[config.mk]
export PLATFORM = sky130hd
export DESIGN_NAME = motor_cmd_rx
export DESIGN_NICKNAME = d
export VERILOG_FILES = /design/src/rtl/motor_pkg.sv /design/src/rtl/sync_edge.sv /design/src/rtl/motor_cmd_rx.sv
export SDC_FILE = /design/constraint.sdc
export NUM_CORES = 1
export LEC_CHECK = 0
export ABC_AREA = 1
export CAP_MARGIN = 5
export CORE_ASPECT_RATIO = 1.1
export CORE_MARGIN = 10
export CORE_UTILIZATION = 60
export CTS_CLUSTER_DIAMETER = 80
export DETAILED_ROUTE_END_ITERATION = 6
export GPL_TIMING_DRIVEN = 0
export PLACE_DENSITY_LB_ADDON = 0.15
export REMOVE_ABC_BUFFERS = 1
export SLEW_MARGIN = 40
export SYNTH_ARGS = -nofsm -noshare
export SYNTH_HDL_FRONTEND = slang
export SYNTH_SLANG_ARGS = --single-unit
[constraint.sdc]
create_clock -name clk -period 1.5 [get_ports clk]
set_input_delay 0.3 -clock clk [delete_from_list [all_inputs] [get_ports clk]]
set_output_delay 0.3 -clock clk [all_outputs]
set_load 0.02 [all_outputs]
[src/rtl/motor_pkg.sv]
// Shared types and constants for the motor command SPI receiver.
package motor_pkg;

    localparam int         FRAME_BITS       = 16;
    localparam logic [6:0] DEFAULT_MAX_DUTY = 7'd100;

    typedef enum logic [1:0] {
        ST_IDLE,
        ST_COMMIT,
        ST_HOLD
    } state_t;

    typedef struct packed {
        logic       sign;
        logic [6:0] mag;
    } motor_cmd_t;

    // A motor field is {sign, magnitude}; magnitude is limited to the PWM period.
    function automatic motor_cmd_t decode_motor(input logic [7:0] field,
                                                input logic [6:0] max_duty);
        motor_cmd_t cmd;
        cmd.sign = field[7];
        cmd.mag  = (field[6:0] > max_duty) ? max_duty : field[6:0];
        return cmd;
    endfunction

endpackage

[src/rtl/sync_edge.sv]
// Two-flop synchroniser for one asynchronous input, with single-cycle
// rise/fall pulses derived from the synchronised copy.
module sync_edge #(
    parameter logic RESET_VAL = 1'b0
) (
    input  logic clk,
    input  logic reset,
    input  logic async_in,
    output logic sync_out,
    output logic rise,
    output logic fall
);

    logic meta;
    logic sync_q;
    logic prev_q;

    always_ff @(posedge clk or negedge reset) begin
        if (!reset) begin
            meta   <= RESET_VAL;
            sync_q <= RESET_VAL;
            prev_q <= RESET_VAL;
        end else begin
            meta   <= async_in;
            sync_q <= meta;
            prev_q <= sync_q;
        end
    end

    assign sync_out = sync_q;
    assign rise     = sync_q & ~prev_q;
    assign fall     = ~sync_q & prev_q;

endmodule

[src/rtl/motor_cmd_rx.sv]
// SPI slave that receives 16-bit two-motor duty commands, commits them with an
// active-low load strobe, echoes the last command on sdo and stops on silence.
module motor_cmd_rx
    import motor_pkg::*;
#(
    parameter logic [6:0]  MAX_DUTY    = DEFAULT_MAX_DUTY,
    parameter logic [23:0] WDOG_CYCLES = 24'd1_200_000
) (
    input  logic       clk,
    input  logic       reset,
    input  logic       sck,
    input  logic       sdi,
    input  logic       cs_n,
    output logic       sdo,
    output logic       motor1_sign,
    output logic       motor2_sign,
    output logic [6:0] motor1_upperlimit,
    output logic [6:0] motor2_upperlimit,
    output logic       load,
    output logic       frame_err,
    output logic       wdog_tripped
);

    localparam logic [4:0] FULL_COUNT = 5'(FRAME_BITS);
    localparam logic [4:0] SAT_COUNT  = 5'(FRAME_BITS + 1);

    logic sck_sync, sck_rise, sck_fall;
    logic sdi_sync, sdi_rise, sdi_fall;
    logic cs_sync,  cs_rise,  cs_fall;
    logic unused_sync;

    logic [FRAME_BITS-1:0] rx_shift;
    logic [FRAME_BITS-1:0] tx_shift;
    logic [FRAME_BITS-1:0] last_frame;
    logic [4:0]            bit_cnt;
    logic [23:0]           wdog_cnt;
    state_t                state;
    logic                  hold_cnt;

    motor_cmd_t m1_next;
    motor_cmd_t m2_next;
    logic       commit_go;
    logic       wdog_expire;

    sync_edge #(.RESET_VAL(1'b0)) u_sync_sck (
        .clk      (clk),
        .reset    (reset),
        .async_in (sck),
        .sync_out (sck_sync),
        .rise     (sck_rise),
        .fall     (sck_fall)
    );

    sync_edge #(.RESET_VAL(1'b0)) u_sync_sdi (
        .clk      (clk),
        .reset    (reset),
        .async_in (sdi),
        .sync_out (sdi_sync),
        .rise     (sdi_rise),
        .fall     (sdi_fall)
    );

    sync_edge #(.RESET_VAL(1'b1)) u_sync_cs (
        .clk      (clk),
        .reset    (reset),
        .async_in (cs_n),
        .sync_out (cs_sync),
        .rise     (cs_rise),
        .fall     (cs_fall)
    );

    assign unused_sync = ^{sck_sync, sdi_rise, sdi_fall};

    // Shift path: rx samples on sck rise, tx advances on sck fall (SPI mode 0).
    always_ff @(posedge clk or negedge reset) begin
        if (!reset) begin
            bit_cnt  <= '0;
            rx_shift <= '0;
            tx_shift <= '0;
        end else if (cs_fall) begin
            bit_cnt  <= '0;
            tx_shift <= last_frame;
        end else if (!cs_sync) begin
            if (sck_rise) begin
                rx_shift <= {rx_shift[FRAME_BITS-2:0], sdi_sync};
                bit_cnt  <= (bit_cnt == SAT_COUNT) ? SAT_COUNT : bit_cnt + 5'd1;
            end
            if (sck_fall) begin
                tx_shift <= {tx_shift[FRAME_BITS-2:0], 1'b0};
            end
        end
    end

    assign sdo = ~cs_sync & tx_shift[FRAME_BITS-1];

    assign m1_next     = decode_motor(rx_shift[15:8], MAX_DUTY);
    assign m2_next     = decode_motor(rx_shift[7:0], MAX_DUTY);
    assign commit_go   = cs_rise && (state == ST_IDLE) && (bit_cnt == FULL_COUNT);
    assign wdog_expire = (state == ST_IDLE) && (wdog_cnt == WDOG_CYCLES - 24'd1);

    // Saturating at WDOG_CYCLES makes the expiry fire once per silent period.
    always_ff @(posedge clk or negedge reset) begin
        if (!reset) begin
            wdog_cnt <= '0;
        end else if (state == ST_COMMIT) begin
            wdog_cnt <= '0;
        end else if (wdog_cnt != WDOG_CYCLES) begin
            wdog_cnt <= wdog_cnt + 24'd1;
        end
    end

    // Outputs change on entry to COMMIT so they are settled a cycle before load falls.
    always_ff @(posedge clk or negedge reset) begin
        if (!reset) begin
            state             <= ST_IDLE;
            hold_cnt          <= 1'b0;
            load              <= 1'b1;
            frame_err         <= 1'b0;
            wdog_tripped      <= 1'b0;
            motor1_sign       <= 1'b0;
            motor2_sign       <= 1'b0;
            motor1_upperlimit <= '0;
            motor2_upperlimit <= '0;
            last_frame        <= '0;
        end else begin
            frame_err <= cs_rise && !commit_go;
            unique case (state)
                ST_IDLE: begin
                    if (commit_go) begin
                        state             <= ST_COMMIT;
                        motor1_sign       <= m1_next.sign;
                        motor1_upperlimit <= m1_next.mag;
                        motor2_sign       <= m2_next.sign;
                        motor2_upperlimit <= m2_next.mag;
                        last_frame        <= rx_shift;
                        wdog_tripped      <= 1'b0;
                    end else if (wdog_expire) begin
                        state             <= ST_HOLD;
                        hold_cnt          <= 1'b0;
                        load              <= 1'b0;
                        motor1_upperlimit <= '0;
                        motor2_upperlimit <= '0;
                        wdog_tripped      <= 1'b1;
                    end
                end
                ST_COMMIT: begin
                    state    <= ST_HOLD;
                    hold_cnt <= 1'b0;
                    load     <= 1'b0;
                end
                ST_HOLD: begin
                    if (hold_cnt) begin
                        state <= ST_IDLE;
                        load  <= 1'b1;
                    end else begin
                        hold_cnt <= 1'b1;
                    end
                end
                default: begin
                    state <= ST_IDLE;
                    load  <= 1'b1;
                end
            endcase
        end
    end

endmodule

==> results.cfg, run 1 <==
[synth]
synth.avg_cell_area_um2 = 8.79
synth-seq-area-share_pct = 53.7
synth-xor-area-share_pct = 0.893
synth_area_leaders = dfrtp_1 52%, nand2_1 9.3%, inv_1 5.1%
synthAdderAreaFrac_pct = 1.28
synth-compound-area-share_pct = 12.4
synthMuxAreaShare_pct = 0
ys_types = 36
yosys_warnings = 0
synth_top_area_share_pct = 51.6
synth_top_family_by_area = simple AND/OR/NAND/NOR gates
yosys.area_share.simple_pct = 23.7
synthesis.area_mm2 = 0.00490
syn_inst = 558
yosysTopAreaCell = dfrtp_1
ys_ff_latch = 105

[floorplanning]
core_mm2 = 0.00796
die-area_mm2 = 0.0122
dieHeight_um = 115
die_x_um = 106
rows = 34
pin_count = 25
start_util_pct = 61.6

[cts]
cts_buffers = 9
cts_buffer_depth = 2
htreeDepth = 3
cts-root-buf = clkbuf_8
clk_latency_ns = 0.39
clkSinkCount = 105
clkTransAtPathRegs_ns = 0.11
cts_tree = built

[grt]
gr-total-overflow = 0
track_usage_pct = 21.4
antenna_found_initial = 0
grt_pass1_wl_mm = 21.0
grt_pass1_vias = 4182
grt_max_degree = 55

[finish]
area_growth_pct = 31.9
postLayoutCellArea_mm2 = 0.00647
n_antenna_cell = 0
fin_util_pct = 81.3
nets = 643
n_fill_cell = 466
fin_cells = 746
drive_gt1_share_pct = 33.1
layout_commonest_cell = dfrtp_1
final_cell_mix = 95 x dfrtp_1, 91 x nand2_1, 56 x inv_1, 41 x nor2_1, 30 x nand3_1

[pwr]
clkPwrFrac_pct = 31.3
p_switching_mw = 1.72
p_int_mw = 3.88
p_sw_share_pct = 30.7
pwr-share-seq_pct = 55.0
powerDensity_mw_per_mm2 = 867
peakVddDrop_mv = 0.531
comb_power_share_pct = 13.7
p_leak_nw = 2.99

[critical_path]
cp_slowest_stage_delay_ns = 0.48
crit_family = simple AND/OR/NAND/NOR gates
end_kind = flip-flop
path_class = reg2reg
cp.arrival_ns = 1.97
critPathLaunchType = flip-flop
crit_path_max_fanout = 12
path_cells = nor2_2 -> nand3_2 -> nor3_4 -> buf_12 -> buf_12 -> inv_12 -> nand2_2 -> o21ai_1
cp_num_buf_inv = 3
worstPathRequired_ns = 1.78
cpMaxStageDelayCell = dfrtp_2
crit_top_cell = buf_12

[placement]
place.gp.congestion = 0.873
dpl_cell_area_mm2 = 0.00519
dp_cells = 674
dp_hpwl_mm = 6.83
place_ws_ns = -0.592
numPortBuffers = 24

[drt]
wirelength_mm = 14.7
wl_per_cell_um = 19.7
first_pass_iters = 5
vias = 4466
drc = 0
drtIter0Drc = 494
via_per_inst = 5.99
ant_nets = 0

[status]
failed_checks = setup timing
status = complete, but fails checks

[sta]
max_freq_mhz = 591
slew_headroom_pct = 73.2
rsz0062_at_grt = yes
skew_ns = 0.0114
hold_viol = 0
fin_ws_ns = -0.192
timing.hold.ws_ns = 0.331
drv_slew = 0
setup_viol = 58
period_needed_ns = 1.69
fin_crit_sh_pct = 113
worst_slew_pin_slew_ns = 0.402

[job]
cap_violations = 0

[min_path]
hold_path.class = in2reg
## final timing paths
kind                                           start                       endpoint  slack (ns)  cells after the start
setup / recovery              bit_cnt[3]$_DFFE_PN0P_        motor1_sign$_DFFE_PN0P_       -0.19                      8
hold / removal                                  cs_n       u_sync_cs.meta$_DFF_PN1_        0.33                      1
setup reg to reg              bit_cnt[3]$_DFFE_PN0P_        motor1_sign$_DFFE_PN0P_       -0.19                      8
hold reg to reg            u_sync_sck.meta$_DFF_PN0_  u_sync_sck.sync_out$_DFF_PN0_        0.37                      0
max in group asynchronous                      reset       u_sync_cs.meta$_DFF_PN1_        0.45                      3
min in group asynchronous                      reset        wdog_cnt[3]$_DFFE_PN0P_        0.40                      2
## state kept, by name (all words and copies together), names as in the netlist, 2 cells and up
register / cells
wdog_cnt: 24
rx_shift: 16
tx_shift: 16
last_frame: 15
motor1_upperlimit: 7
motor2_upperlimit: 7
bit_cnt: 5
state: 2
## Yosys cell counts (all sizes together)
| library cell | count |
|---|---|
| o211ai | 12 |
| xnor2 | 1 |
| ha | 5 |
| nand4 | 10 |
| a211oi | 1 |
| or3b | 1 |
| o21ai | 66 |
| dfstp | 4 |
| nand2 | 125 |
| or2 | 2 |
| nor3b | 1 |
| clkbuf | 2 |
| xor2 | 4 |
| nor2 | 58 |
| a31oi | 7 |
| a21oi | 15 |
| inv | 71 |
| nand3 | 49 |
| nor4 | 1 |
| buf | 15 |
| nor3 | 7 |
| dfrtp | 101 |
## timing repair
action,4_1_cts,5_1_grt
endpoints found under the setup margin,106,82
cloned,7,4
buffers inserted,30,16
endpoints found under the hold margin,50,0
pin swaps,20,15
hold buffers,1,0
resized for setup,107,109
## area by class of cell
| cell class | count | area, um2 | share of cell area (%) |
|---|---|---|---|
| multi-input combinational | 370 | 2390 | 37.0 |
| clock buffer | 10 | 128 | 1.97 |
| timing repair buffer | 71 | 752 | 11.6 |
| clock inverter | 6 | 62.6 | 0.967 |
| inverter | 71 | 303 | 4.68 |
| tap | 108 | 135 | 2.09 |
| timing repair inverter | 5 | 53.8 | 0.832 |
| sequential | 105 | 2640 | 40.8 |
## metrics by stage
step,power (mW),setup TNS (ns)
6_report,5.61,-5.18
5_1_grt,5.79,-9.09
4_1_cts,5.37,-0.870
3_5_place_dp,3.56,-24.35
3_3_place_gp,3.52,-425.71
2_1_floorplan,3.38,-9.83
## kinds of logic after synthesis
logic type / Yosys count
AND/OR/NAND/NOR: 254
flip-flops: 105
AO/OA/AOI/OAI: 101
buffers and inverters: 88
XOR/XNOR: 5
adder cells (fa/ha/maj): 5
## power by group through the flow
stage / Sequential (mW) / Combinational, mW / Clock (mW)
floorplan: 3.09 / 0.290 / 0
global placement: 3.11 / 0.416 / 0
detailed placement: 3.11 / 0.449 / 0
CTS: 3.05 / 0.593 / 1.72
global route: 3.10 / 0.825 / 1.87
finish: 3.08 / 0.768 / 1.76
## metal layers
metal  vias to the layer above  share of wire [%]  GRT usage (%)
met5                         -                  0              0
met4                         0                5.8           8.58
met3                        77                6.8           4.70
met2                       227                 51           37.8
met1                      2183                 37           24.9
li1                       1979                  -              -
## worst reg2reg max path: cells and delay by family, from the launching register on
kind / cells / cell delay (ns)
compound gates: 1 / 0.06
flops: 1 / 0.48
simple gates: 4 / 0.69
buf+inv: 3 / 0.36
Power figures use the tool's default switching activity.
==> inputs of run 2 (changes only) <==
--- a/config.mk
+++ b/config.mk
@@ -8,7 +8,7 @@
 export ABC_AREA = 1
 export CAP_MARGIN = 5
 export CORE_ASPECT_RATIO = 1.1
-export CORE_MARGIN = 10
+export CORE_MARGIN = 2
 export CORE_UTILIZATION = 60
 export CTS_CLUSTER_DIAMETER = 80
 export DETAILED_ROUTE_END_ITERATION = 6
==> results.cfg, run 2 (synthesized netlist as in run 1, its figures left out) <==
[critical_path]
r2r_end = motor2_upperlimit[6]$_DFFE_PN0P_
worstPathRequired_ns = 1.74
rr_startpoint = state[1]$_DFFE_PN0P_
cpMaxStageDelayCell = dfrtp_2
crit_path_max_fanout = 12
rrSetupSlack_ns = -0.06
cp_slowest_stage_delay_ns = 0.46
path_cells = inv_1 -> nand2_2 -> nor3_4 -> buf_12 -> inv_8 -> nand3_1 -> o21ai_0
path_class = reg2reg
crit_family = simple AND/OR/NAND/NOR gates
cp_num_buf_inv = 3
end_kind = flip-flop
cp.arrival_ns = 1.79
reg2reg_depth = 7
critPathLaunchType = flip-flop

[finish]
reg_top3 = wdog_cnt (24), rx_shift (16), tx_shift (16)
nets = 650
n_antenna_cell = 0
final_cell_mix = 101 x nand2_1, 92 x dfrtp_1, 59 x inv_1, 40 x nor2_1, 36 x buf_4
layout_commonest_cell = nand2_1
area_growth_pct = 30.2
largest_register_ff_count = 24
drive_gt1_share_pct = 31.2
max_flop_register = wdog_cnt
fin_cells = 753
postLayoutCellArea_mm2 = 0.00638

[cts]
cts_buffers = 9
clk_latency_ns = 0.37
htreeDepth = 3
clkSinkCount = 105
cts-root-buf = clkbuf_8
cts_tree = built
clkTransAtPathRegs_ns = 0.10
cts_buffer_depth = 2

[placement]
dp_cells = 674
dp_hpwl_mm = 6.52
dpl_cell_area_mm2 = 0.00519
numPortBuffers = 24
place.gp.congestion = 0.832

[min_path]
hold_path_depth = 1
hold_path.class = in2reg
whs_endpoint = u_sync_cs.meta$_DFF_PN1_
hp-start = cs_n

[drt]
wirelength_mm = 13.8
via_per_inst = 5.92
drc = 0
drtIter0Drc = 279
vias = 4460
ant_nets = 0
wl_per_cell_um = 18.4
first_pass_iters = 5

[grt]
track_usage_pct = 28.8
grt_pass1_wl_mm = 20.3
grt_max_degree = 62
grt_pass1_vias = 4262
gr-total-overflow = 0
antenna_found_initial = 0

[sta]
max_freq_mhz = 642
worst_slew_pin_slew_ns = 0.434
hold_viol = 0
rsz0062_at_grt = yes
slew_headroom_pct = 70.7
drv_slew = 0
setup_viol = 12
period_needed_ns = 1.56
skew_ns = 0.0173
fin_crit_sh_pct = 104
fin_ws_ns = -0.0571

[status]
status = complete, but fails checks
failed_checks = setup timing

[pwr]
peakVddDrop_mv = 0.781
powerDensity_mw_per_mm2 = 886
p_leak_nw = 2.98

[job]
cap_violations = 0

[floorplanning]
core_mm2 = 0.00791
start_util_pct = 62.0
die_x_um = 90.2
pin_count = 25
die-area_mm2 = 0.00891
dieHeight_um = 98.8
rows = 34
[run 2: cell types whose count changed in the layout (fill, tap and decap cells not counted), sizes merged]
cell | previous run | this run
clkbuf | 10 | 11
clkinvlp | 3 | 4
buf | 49 | 54
dlygate4sd2 | 17 | 18
bufinv | 0 | 1
inv | 75 | 74
clkinv | 4 | 3
[run 2: what timing repair did]
action                                  CTS  global route
pin swaps                                12            28
resized for setup                        72           109
cloned                                    5             6
hold endpoints to repair                 43             0
endpoints found under the setup margin  110            76
buffers inserted                         24            27
hold buffers                              1             0
[run 2: report_power, final]
part	switching [mW]	internal [mW]	total, mW
Sequential	0.103	2.98	3.08
Clock	1.07	0.801	1.87
Combinational	0.473	0.233	0.706
[run 2: worst reg2reg max path: stages (launching register included)]
cell,delay (ns)
dfrtp_2,0.46
inv_1,0.13
nand2_2,0.14
nor3_4,0.23
buf_12,0.17
inv_8,0.07
nand3_1,0.11
o21ai_0,0.12
[run 2: through the flow]
stage,TNS (ns),worst slack (ns),hold slack [ns],total power [mW],utilization (%)
final,-0.179,-0.0571,0.332,5.65,80.7
after global routing,-2.60,-0.104,0.320,5.84,80.7
after CTS,-0.00496,-0.00296,0.329,5.44,73.4
after detailed placement,-24.04,-0.601,0.216,3.56,65.6
after global placement,-428.23,-3.82,0.333,3.52,65.1
after floorplan,-9.83,-0.416,0.00441,3.38,-
[run 2: cell type report]
| class | count | area [um2] |
|---|---|---|
| Clock buffer | 10 | 128 |
| Tap cell | 108 | 135 |
| Fill cell | 484 | 1530 |
| Inverter | 71 | 298 |
| Timing Repair inverter | 5 | 52.6 |
| Multi-Input combinational cell | 370 | 2300 |
| Sequential cell | 105 | 2640 |
| Timing Repair Buffer | 78 | 748 |
| Clock inverter | 6 | 76.3 |
[run 2: worst max-delay path by stage]
stage	startpoint	endpoint	slack, ns	cells past startpoint
detailed placement	u_sync_cs.sync_out$_DFF_PN1_	tx_shift[9]$_DFFE_PN0P_	-0.60	5
global placement	reset	rx_shift[11]$_DFFE_PN0P_	-3.82	1
finish	state[1]$_DFFE_PN0P_	motor2_upperlimit[6]$_DFFE_PN0P_	-0.06	7
global route	u_sync_cs.sync_out$_DFF_PN1_	motor2_upperlimit[6]$_DFFE_PN0P_	-0.10	6
floorplan	u_sync_cs.sync_out$_DFF_PN1_	tx_shift[10]$_DFFE_PN0P_	-0.42	5
CTS	u_sync_cs.sync_out$_DFF_PN1_	last_frame[8]$_DFFE_PN0P_	-0.003	6
[run 2: layer usage]
layer | GRT usage, % | vias up | part of all wire, %
met5 | 0 | - | 0
met3 | 5.35 | 73 | 6.1
li1 | - | 1984 | -
met2 | 50.5 | 208 | 52
met1 | 34.6 | 2195 | 37
met4 | 13.3 | 0 | 5.7
==> inputs of run 3 (changes only) <==
==> constraint.sdc (replaced) <==
create_clock -name clk -period 2 [get_ports clk]
set_input_delay 0.4 -clock clk [delete_from_list [all_inputs] [get_ports clk]]
set_output_delay 0.4 -clock clk [all_outputs]
set_load 0.02 [all_outputs]
==> results.cfg, run 3 (synthesized netlist as in run 1, its figures left out) <==
[status]
status = complete, no violations

[floorplanning]
die_x_um = 90.2
pin_count = 25
start_util_pct = 62.0
dieHeight_um = 98.8
rows = 34
die-area_mm2 = 0.00891
core_mm2 = 0.00791

[finish]
n_antenna_cell = 0
layout_commonest_cell = nand2_1
fin_cells = 692
drive_gt1_share_pct = 10.6
reg_top3 = wdog_cnt (24), rx_shift (16), tx_shift (16)
largest_register_ff_count = 24
nets = 589
n_fill_cell = 665
multi_input_area_mm2 = 0.00191
final_cell_mix = 120 x nand2_1, 101 x dfrtp_1, 66 x inv_1, 51 x nor2_1, 48 x nand3_1
seqCellArea_mm2 = 0.00263
postLayoutCellArea_mm2 = 0.00544
area_growth_pct = 10.9
max_flop_register = wdog_cnt

[critical_path]
crit_family = buffers and inverters
crit_path_max_fanout = 2
worstPathRequired_ns = 1.60
cpMaxStageDelayCell = clkdlybuf4s50_1
cp_slowest_stage_delay_ns = 0.60
cp_num_buf_inv = 1
cp.arrival_ns = 1.50
path_class = reg2out
critPathLaunchType = flip-flop
path_cells = clkdlybuf4s50_1
end_kind = primary output

[min_path]
hold_path.class = reg2reg

[grt]
grt_max_degree = 62
gr-total-overflow = 0
track_usage_pct = 24.1
grt_pass1_vias = 3894
grt_pass1_wl_mm = 17.3
antenna_found_initial = 0

[drt]
wirelength_mm = 9.61
first_pass_iters = 5
drc = 0
drtIter0Drc = 192
dr_wl_met3_um = 418
via_per_inst = 5.51
m1WireLength_mm = 4.20
ant_nets = 0
wl_per_cell_um = 13.9
highest_layer = met4
vias = 3816
wl_met2_mm = 4.75

[placement]
dp_cells = 674
place.gp.congestion = 0.832
numPortBuffers = 24
dp_hpwl_mm = 6.52
place_ws_ns = -0.101
dpl_cell_area_mm2 = 0.00519

[sta]
drv_slew = 0
worst_slew_pin_slew_ns = 0.596
period_needed_ns = 1.90
fin_ws_ns = 0.101
hold_viol = 0
fin_crit_sh_pct = 95.0
skew_ns = 0.0196
slew_headroom_pct = 60.2
rsz0062_at_grt = no
max_freq_mhz = 527
setup_viol = 0
timing.hold.ws_ns = 0.367

[cts]
clkSinkCount = 105
cts_buffer_depth = 2
cts_buffers = 9
clk_latency_ns = 0.37
htreeDepth = 3
cts_tree = built
clkTransAtPathRegs_ns = 0.10
cts-root-buf = clkbuf_8

[pwr]
finalPower_mw = 3.98
peakVddDrop_mv = 0.549
p_leak_nw = 2.52
powerDensity_mw_per_mm2 = 732

[job]
cap_violations = 0
-- run 3: per-layer routing --
metal  up-vias  GRT usage (%)
met5         -              0
met4         0           10.1
met3        18           3.82
met2       103           42.0
met1      1839           30.0
li1       1856              -
-- run 3: timing repair --
| item | CTS | global route |
|---|---|---|
| gates resized for setup | 2 | 4 |
| buffers inserted | 1 | 0 |
| endpoints found under the hold margin | 43 | 0 |
| hold buffers | 1 | 0 |
| setup endpoints to repair | 37 | 14 |
| pin swaps | 1 | 0 |
-- run 3: layout make-up --
type,instances,area share [%]
flip-flops and latches,105,48.4
repair buffers,27,5.32
clock inverters,6,1.40
inverters,71,4.95
multi-input cells,365,35.1
well taps,108,2.49
clock buffers,10,2.35
-- run 3: power by group --
group          switching, mW  leakage (nW)  internal, mW
clock                  0.744        0.0965         0.599
combinational          0.231          1.02         0.111
sequential            0.0615          1.40          2.23
total                   1.04          2.52          2.94
-- run 3: final timing paths --
path	cells past startpoint	to	slack [ns]	from
worst max-delay path	1	load	0.10	load$_DFFE_PN1P_
worst min-delay path	0	u_sync_sdi.sync_out$_DFF_PN0_	0.37	u_sync_sdi.meta$_DFF_PN0_
worst max register to register	6	motor2_upperlimit[6]$_DFFE_PN0P_	0.24	wdog_cnt[16]$_DFFE_PN0P_
worst min register to register	0	u_sync_sdi.sync_out$_DFF_PN0_	0.37	u_sync_sdi.meta$_DFF_PN0_
max in group asynchronous	3	u_sync_cs.prev_q$_DFF_PN1_	0.85	reset
min in group asynchronous	2	wdog_cnt[4]$_DFFE_PN0P_	0.51	reset
-- run 3: through the flow --
stage,setup TNS [ns],util [%]
after global placement,-363.88,65.1
after global routing,0,68.7
after detailed placement,-0.874,65.6
after CTS,0,68.5
after floorplan,0,-
final,0,68.7
